[config.mk]
export PLATFORM = sky130hd
export DESIGN_NAME = banked_regfile_flat
export DESIGN_NICKNAME = d
export VERILOG_FILES = /design/src/rtl/banked_regfile_if.sv /design/src/rtl/banked_regfile.sv /design/src/flat_wrapper.sv
export SDC_FILE = /design/constraint.sdc
export NUM_CORES = 1
export LEC_CHECK = 0
export BUFFER_PORTS_ARGS = -buffer_cell sky130_fd_sc_hd__buf_2
export CAP_MARGIN = 10
export CORE_ASPECT_RATIO = 0.5
export CORE_UTILIZATION = 30
export DETAILED_ROUTE_END_ITERATION = 8
export SLEW_MARGIN = 20
export SYNTH_ARGS = -nofsm -noshare
export SYNTH_HDL_FRONTEND = slang
export SYNTH_SLANG_ARGS = --single-unit
export TNS_END_PERCENT = 5
[constraint.sdc]
create_clock -name clk -period 3.12 [get_ports clk]
set_input_delay 0.78 -clock clk [delete_from_list [all_inputs] [get_ports clk]]
set_output_delay 0.78 -clock clk [all_outputs]
set_load 0.05 [all_outputs]
[src/rtl/banked_regfile_if.sv]
// banked_regfile_if: decoder/ALU-side bus of the banked register file
interface banked_regfile_if #(
  parameter int WIDTH  = 16,
  parameter int NREGS  = 8,
  parameter int NBANKS = 2,
  parameter int TRAPW  = 4
);
  localparam int SW = $clog2(NREGS);
  localparam int LW = $clog2(NBANKS);
  logic [SW-1:0]    rd0_sel_i, rd1_sel_i, wr_sel_i;
  logic [WIDTH-1:0] rd0_data_o, rd1_data_o, wr_data_i, pc_out_o;
  logic             wr_en_i, incr_pc_i, pc_rewind_i, incr_sp_i, decr_sp_i;
  logic             trap_req_i, trap_ack_o, reti_i;
  logic [TRAPW-1:0] trap_nr_i;
  logic [LW-1:0]    level_o;
  logic [1:0]       err_o;
  modport slave (
    input  rd0_sel_i, rd1_sel_i, wr_en_i, wr_sel_i, wr_data_i, incr_pc_i, pc_rewind_i,
           incr_sp_i, decr_sp_i, trap_req_i, trap_nr_i, reti_i,
    output rd0_data_o, rd1_data_o, trap_ack_o, level_o, pc_out_o, err_o
  );
  modport master (
    output rd0_sel_i, rd1_sel_i, wr_en_i, wr_sel_i, wr_data_i, incr_pc_i, pc_rewind_i,
           incr_sp_i, decr_sp_i, trap_req_i, trap_nr_i, reti_i,
    input  rd0_data_o, rd1_data_o, trap_ack_o, level_o, pc_out_o, err_o
  );
endinterface

[src/rtl/banked_regfile.sv]
// banked_regfile: register banks with zero/SP/PC per bank and a trap-nesting level stack
module banked_regfile #(
  parameter int               WIDTH  = 16,
  parameter int               NREGS  = 8,
  parameter int               NBANKS = 2,
  parameter int               STEP   = 2,
  parameter logic [WIDTH-1:0] IVEC   = 16'h0004,
  parameter int               TRAPW  = 4
) (
  input  logic             clk,
  input  logic             rst_n,
  banked_regfile_if.slave  bus
);
  localparam int SW = $clog2(NREGS);
  localparam int LW = $clog2(NBANKS);
  localparam logic [SW-1:0]    SPI = SW'(NREGS - 2);
  localparam logic [SW-1:0]    PCI = SW'(NREGS - 1);
  localparam logic [LW-1:0]    TOP = LW'(NBANKS - 1);
  localparam logic [WIDTH-1:0] INC = WIDTH'(STEP);
  logic [WIDTH-1:0] regs_q [NBANKS][NREGS];
  logic [WIDTH-1:0] regs_d [NBANKS][NREGS];
  logic [LW-1:0]    level_q, level_d;
  logic             ack_q, ack_d;
  logic [1:0]       err_q, err_d;
  logic [WIDTH-1:0] pc, sp;
  logic             take, ret;
  // Register 0 is never written, so it reads as zero without a read-side mux.
  always_comb begin
    pc      = regs_q[level_q][PCI];
    sp      = regs_q[level_q][SPI];
    take    = bus.trap_req_i && level_q != TOP;
    ret     = bus.reti_i && !bus.trap_req_i;
    regs_d  = regs_q;
    level_d = level_q;
    ack_d   = take;
    err_d   = err_q;
    if (bus.wr_en_i && bus.wr_sel_i != '0) regs_d[level_q][bus.wr_sel_i] = bus.wr_data_i;
    regs_d[level_q][PCI] = bus.pc_rewind_i ? pc - INC : bus.incr_pc_i ? pc + INC : regs_d[level_q][PCI];
    regs_d[level_q][SPI] = bus.incr_sp_i ? sp + INC : bus.decr_sp_i ? sp - INC : regs_d[level_q][SPI];
    if (take) begin
      regs_d[level_q + 1'b1][1] = WIDTH'(bus.trap_nr_i);
      level_d = level_q + 1'b1;
    end else if (bus.trap_req_i) begin
      err_d[0] = 1'b1;
    end
    if (ret && level_q != '0) begin
      regs_d[level_q][PCI] = IVEC;
      level_d = level_q - 1'b1;
    end else if (ret) begin
      err_d[1] = 1'b1;
    end
  end
  always_ff @(posedge clk or negedge rst_n) begin
    if (!rst_n) begin
      for (int b = 0; b < NBANKS; b++)
        for (int r = 0; r < NREGS; r++)
          regs_q[b][r] <= (b != 0 && r == NREGS - 1) ? IVEC : '0;
      level_q <= '0;
      ack_q   <= 1'b0;
      err_q   <= 2'b00;
    end else begin
      regs_q  <= regs_d;
      level_q <= level_d;
      ack_q   <= ack_d;
      err_q   <= err_d;
    end
  end
  assign bus.rd0_data_o = regs_q[level_q][bus.rd0_sel_i];
  assign bus.rd1_data_o = regs_q[level_q][bus.rd1_sel_i];
  assign bus.pc_out_o   = regs_q[level_q][PCI];
  assign bus.level_o    = level_q;
  assign bus.trap_ack_o = ack_q;
  assign bus.err_o      = err_q;
endmodule

[src/flat_wrapper.sv]
// flat-port wrapper written by rule: the top's interface ports become plain ports
module banked_regfile_flat 
#(
  parameter int               WIDTH  = 16,
  parameter int               NREGS  = 8,
  parameter int               NBANKS = 2,
  parameter int               STEP   = 2,
  parameter logic [WIDTH-1:0] IVEC   = 16'h0004,
  parameter int               TRAPW  = 4
)
  (clk, rst_n, bus_rd0_sel_i, bus_rd1_sel_i, bus_wr_en_i, bus_wr_sel_i, bus_wr_data_i, bus_incr_pc_i, bus_pc_rewind_i, bus_incr_sp_i, bus_decr_sp_i, bus_trap_req_i, bus_trap_nr_i, bus_reti_i, bus_rd0_data_o, bus_rd1_data_o, bus_trap_ack_o, bus_level_o, bus_pc_out_o, bus_err_o);
  banked_regfile_if #(.WIDTH(WIDTH), .NREGS(NREGS), .NBANKS(NBANKS), .TRAPW(TRAPW)) bus_i ();
  input  logic clk;
  input  logic rst_n;
  input wire logic [$bits(bus_i.rd0_sel_i)-1:0] bus_rd0_sel_i;
  input wire logic [$bits(bus_i.rd1_sel_i)-1:0] bus_rd1_sel_i;
  input wire logic [$bits(bus_i.wr_en_i)-1:0] bus_wr_en_i;
  input wire logic [$bits(bus_i.wr_sel_i)-1:0] bus_wr_sel_i;
  input wire logic [$bits(bus_i.wr_data_i)-1:0] bus_wr_data_i;
  input wire logic [$bits(bus_i.incr_pc_i)-1:0] bus_incr_pc_i;
  input wire logic [$bits(bus_i.pc_rewind_i)-1:0] bus_pc_rewind_i;
  input wire logic [$bits(bus_i.incr_sp_i)-1:0] bus_incr_sp_i;
  input wire logic [$bits(bus_i.decr_sp_i)-1:0] bus_decr_sp_i;
  input wire logic [$bits(bus_i.trap_req_i)-1:0] bus_trap_req_i;
  input wire logic [$bits(bus_i.trap_nr_i)-1:0] bus_trap_nr_i;
  input wire logic [$bits(bus_i.reti_i)-1:0] bus_reti_i;
  output wire logic [$bits(bus_i.rd0_data_o)-1:0] bus_rd0_data_o;
  output wire logic [$bits(bus_i.rd1_data_o)-1:0] bus_rd1_data_o;
  output wire logic [$bits(bus_i.trap_ack_o)-1:0] bus_trap_ack_o;
  output wire logic [$bits(bus_i.level_o)-1:0] bus_level_o;
  output wire logic [$bits(bus_i.pc_out_o)-1:0] bus_pc_out_o;
  output wire logic [$bits(bus_i.err_o)-1:0] bus_err_o;
  assign bus_i.rd0_sel_i = bus_rd0_sel_i;
  assign bus_i.rd1_sel_i = bus_rd1_sel_i;
  assign bus_i.wr_en_i = bus_wr_en_i;
  assign bus_i.wr_sel_i = bus_wr_sel_i;
  assign bus_i.wr_data_i = bus_wr_data_i;
  assign bus_i.incr_pc_i = bus_incr_pc_i;
  assign bus_i.pc_rewind_i = bus_pc_rewind_i;
  assign bus_i.incr_sp_i = bus_incr_sp_i;
  assign bus_i.decr_sp_i = bus_decr_sp_i;
  assign bus_i.trap_req_i = bus_trap_req_i;
  assign bus_i.trap_nr_i = bus_trap_nr_i;
  assign bus_i.reti_i = bus_reti_i;
  assign bus_rd0_data_o = bus_i.rd0_data_o;
  assign bus_rd1_data_o = bus_i.rd1_data_o;
  assign bus_trap_ack_o = bus_i.trap_ack_o;
  assign bus_level_o = bus_i.level_o;
  assign bus_pc_out_o = bus_i.pc_out_o;
  assign bus_err_o = bus_i.err_o;
  banked_regfile #(.WIDTH(WIDTH), .NREGS(NREGS), .NBANKS(NBANKS), .STEP(STEP), .IVEC(IVEC), .TRAPW(TRAPW)) u_core (.clk(clk), .rst_n(rst_n), .bus(bus_i));
endmodule
==> out/results.ini <==
[status]
status = finished with violations
violations = setup timing

[sta]
finalWorstSetupSlack_ns = -0.3760
tightest_slew_ns = 0.6453
hold_viol = 0
fin_crit_ns = 3.496
rsz0062_at_grt = yes
whs_ns = 0.1136
fin_crit_sh = 1.120
finClkSkew_ns = 0.02177
slew_viol_final = 0
fmax_mhz = 286.0
setup_viol = 32
relSlewSlack = 0.5689

[drt]
drt_iter0_drc = 1442
vias = 12400
wl_um = 49460
drc_errors = 0
drt-vias-per-instance = 5.588
drtAntennaViolNets = 0
wl_per_cell_um = 22.29
first_pass_iters = 6

[layout]
nets = 1536
fin_cells = 2219
syn2layout_area_growth_pct = 23.39
post-route-util = 0.3761
fin_area_mm2 = 0.01960
drive_above_1_share = 0.4059

[worst_setup_path]
cp_max_fo = 12
slowest_delay_ns = 0.52
crit_start = u_core.bus.level_o
crit_type = register to primary output
r2r-start = u_core.bus.level_o
end_kind = primary output
worst_path_most_repeated_cell = mux4_2
regToRegEndpoint = u_core.regs_q[158]
crit_buf_inv = 4
required_ns = 2.34
crit_chain = buf_12 > buf_16 > clkbuf_16 > mux4_2 > mux4_2 > buf_6
crit_slowest_cell = mux4_2
r2r_setup_slack_ns = 0.08
cp.depth = 6
worstRegToRegCells = 9
crit_family = multiplexers
start_kind = register
arrival_ns = 2.72

[yosys]
syn-num-nets = 1422
synth_edf_count = 0
synth_area_per_cell_um2 = 11.51
synth-seq-cells = 260
yosys_warnings = 0
syn_inst = 1380
ys_async_sr_fraction = 1.000
ys_seq_area_frac = 0.4097
synthFlopType = dfrtp_1
ys_types = 79
syn_area_mm2 = 0.01588

[clock_network]
clk_latency_ns = 0.59
clk_pin_slew_ns = 0.06
cts_tree = done
numClockSinks = 260
cts-root-buf = clkbuf_16
cts_buffer_depth = 3
cts_buffers = 29
hold_buffers = 0
htreeDepth = 1

[global_routing]
track_usage = 0.1806
grt_start_max_net_pins = 74
overflow = 0
grt_pass1_wl_um = 74840
grt_antenna_before_repair = 5
grt_pass1_vias = 11900

[floorplanning]
start_util = 0.3048
dieHeight_um = 164.7
dieArea_mm2 = 0.05393
die_w_um = 327.4
coreArea_mm2 = 0.05212
num_rows = 59
boundaryPins = 90

[power_and_ir_drop]
ir_drop_uv = 430.1
p_leak_nw = 8.214
power.total_w = 0.01391
p_per_area_mw_per_mm2 = 709.7

[flow_run]
drv_cap = 0

[place]
portBuffers = 89
dp_hpwl_um = 33820
dp_cells = 2144
place_congestion = 0.9178
place_area_mm2 = 0.01796

[hold_path]
hold_path_class = primary input to asynchronous set/reset pin

where the power goes:
part / internal [W] / leakage, nW / switching, W
clock: 0.00215 / 0.505 / 0.00149
sequential: 0.00414 / 3.26 / 0.000873
combinational: 0.00247 / 4.45 / 0.00279
final cells by class:
type                            count  area [um2]
Antenna cell                        3       7.507
Multi-Input combinational cell    945        8860
Sequential cell                   260        6511
Clock buffer                       36       802.0
Tap cell                          701       877.1
Clock inverter                     16       202.7
Inverter                           27       113.9
Fill cell                        4992       32520
Timing Repair Buffer              231        2225
metrics by stage:
step	setup slack [ns]	setup TNS, ns
floorplan	-0.02095	-0.2315
global placement	0.07143	0
detailed placement	0.05112	0
CTS	-0.4057	-11.58
global route	-0.4254	-12.22
finish	-0.3760	-10.62
Yosys cell counts, drive strengths merged (9+ instances only):
cell type | count | area [um2]
dfrtp | 259 | 6481
mux2 | 156 | 1757
mux4 | 128 | 2883
nand2 | 116 | 435.4
clkbuf | 114 | 427.9
o21ai | 83 | 415.4
nor2 | 61 | 229.0
a21oi | 58 | 290.3
mux2i | 40 | 404.1
buf | 34 | 171.4
inv | 27 | 101.4
nand3 | 24 | 120.1
nor3 | 20 | 100.1
a211oi | 19 | 142.6
nand4 | 13 | 81.33
xnor2 | 13 | 113.9
a21o | 11 | 82.58
nor3b | 11 | 87.58
a31oi | 10 | 62.56
and3 | 10 | 62.56
nand2b | 9 | 56.30
nor2b | 9 | 56.30
or3 | 9 | 56.30
cell families (layout without fill, tap and decap cells):
kind of cell	Yosys count	count (layout)	share of synthesized area
DFF	260	260	0.4097
AOI/OAI and AO/OA	267	267	0.1089
xor gates and xnor gates	20	20	0.01103
adders and majority gates	4	4	0.003151
muxes	324	324	0.3175
buffers and inverters	175	310	0.04411
and+or+nand+nor	330	330	0.1056
other	0	3	0
worst max-delay path by stage:
| stage | endpoint |
|---|---|
| after floorplan | bus_rd0_data_o[0] |
| after global placement | bus_rd0_data_o[15] |
| after detailed placement | bus_rd0_data_o[5] |
| after CTS | bus_rd1_data_o[11] |
| after global routing | bus_rd1_data_o[7] |
| final | bus_rd1_data_o[13] |
per-layer routing:
metal / global-route usage / share of wire
met4: 0.05990 / 0.034
met2: 0.2915 / 0.47
met3: 0.02510 / 0.060
met5: 0 / 0
met1: 0.2504 / 0.44
repair_timing:
| item | 4_1_cts | 5_1_grt |
|---|---|---|
| cloned | 2 | 2 |
| buffers inserted | 8 | 8 |
| setup endpoints to repair | 32 | 37 |
| pin swaps | 0 | 1 |
| resized for setup | 65 | 32 |
cell usage in the layout (no fill, tap or decap), drive strengths merged, types with 6 or more instances in the layout:
| cell type | count |
|---|---|
| o21a | 7 |
| o211ai | 8 |
| nor2 | 61 |
| mux4 | 128 |
| mux2 | 156 |
| nor4 | 8 |
| a21o | 11 |
| clkinv | 11 |
| nand4b | 8 |
| a211oi | 19 |
| o221ai | 8 |
| o21ai | 83 |
| nand2b | 9 |
| a22o | 7 |
| nand3b | 6 |
| o22ai | 7 |
| inv | 28 |
| xor2 | 7 |
| a31oi | 10 |
| nand4 | 13 |
| nand2 | 116 |
| a21oi | 58 |
| nor3b | 11 |
| mux2i | 40 |
| dfrtp | 259 |
| nand3 | 24 |
| clkbuf | 39 |
| a221oi | 6 |
| nor2b | 9 |
| nor3 | 20 |
| buf | 226 |
| and3 | 10 |
| xnor2 | 13 |
| or3 | 9 |
(Power assumes the default switching activity.)
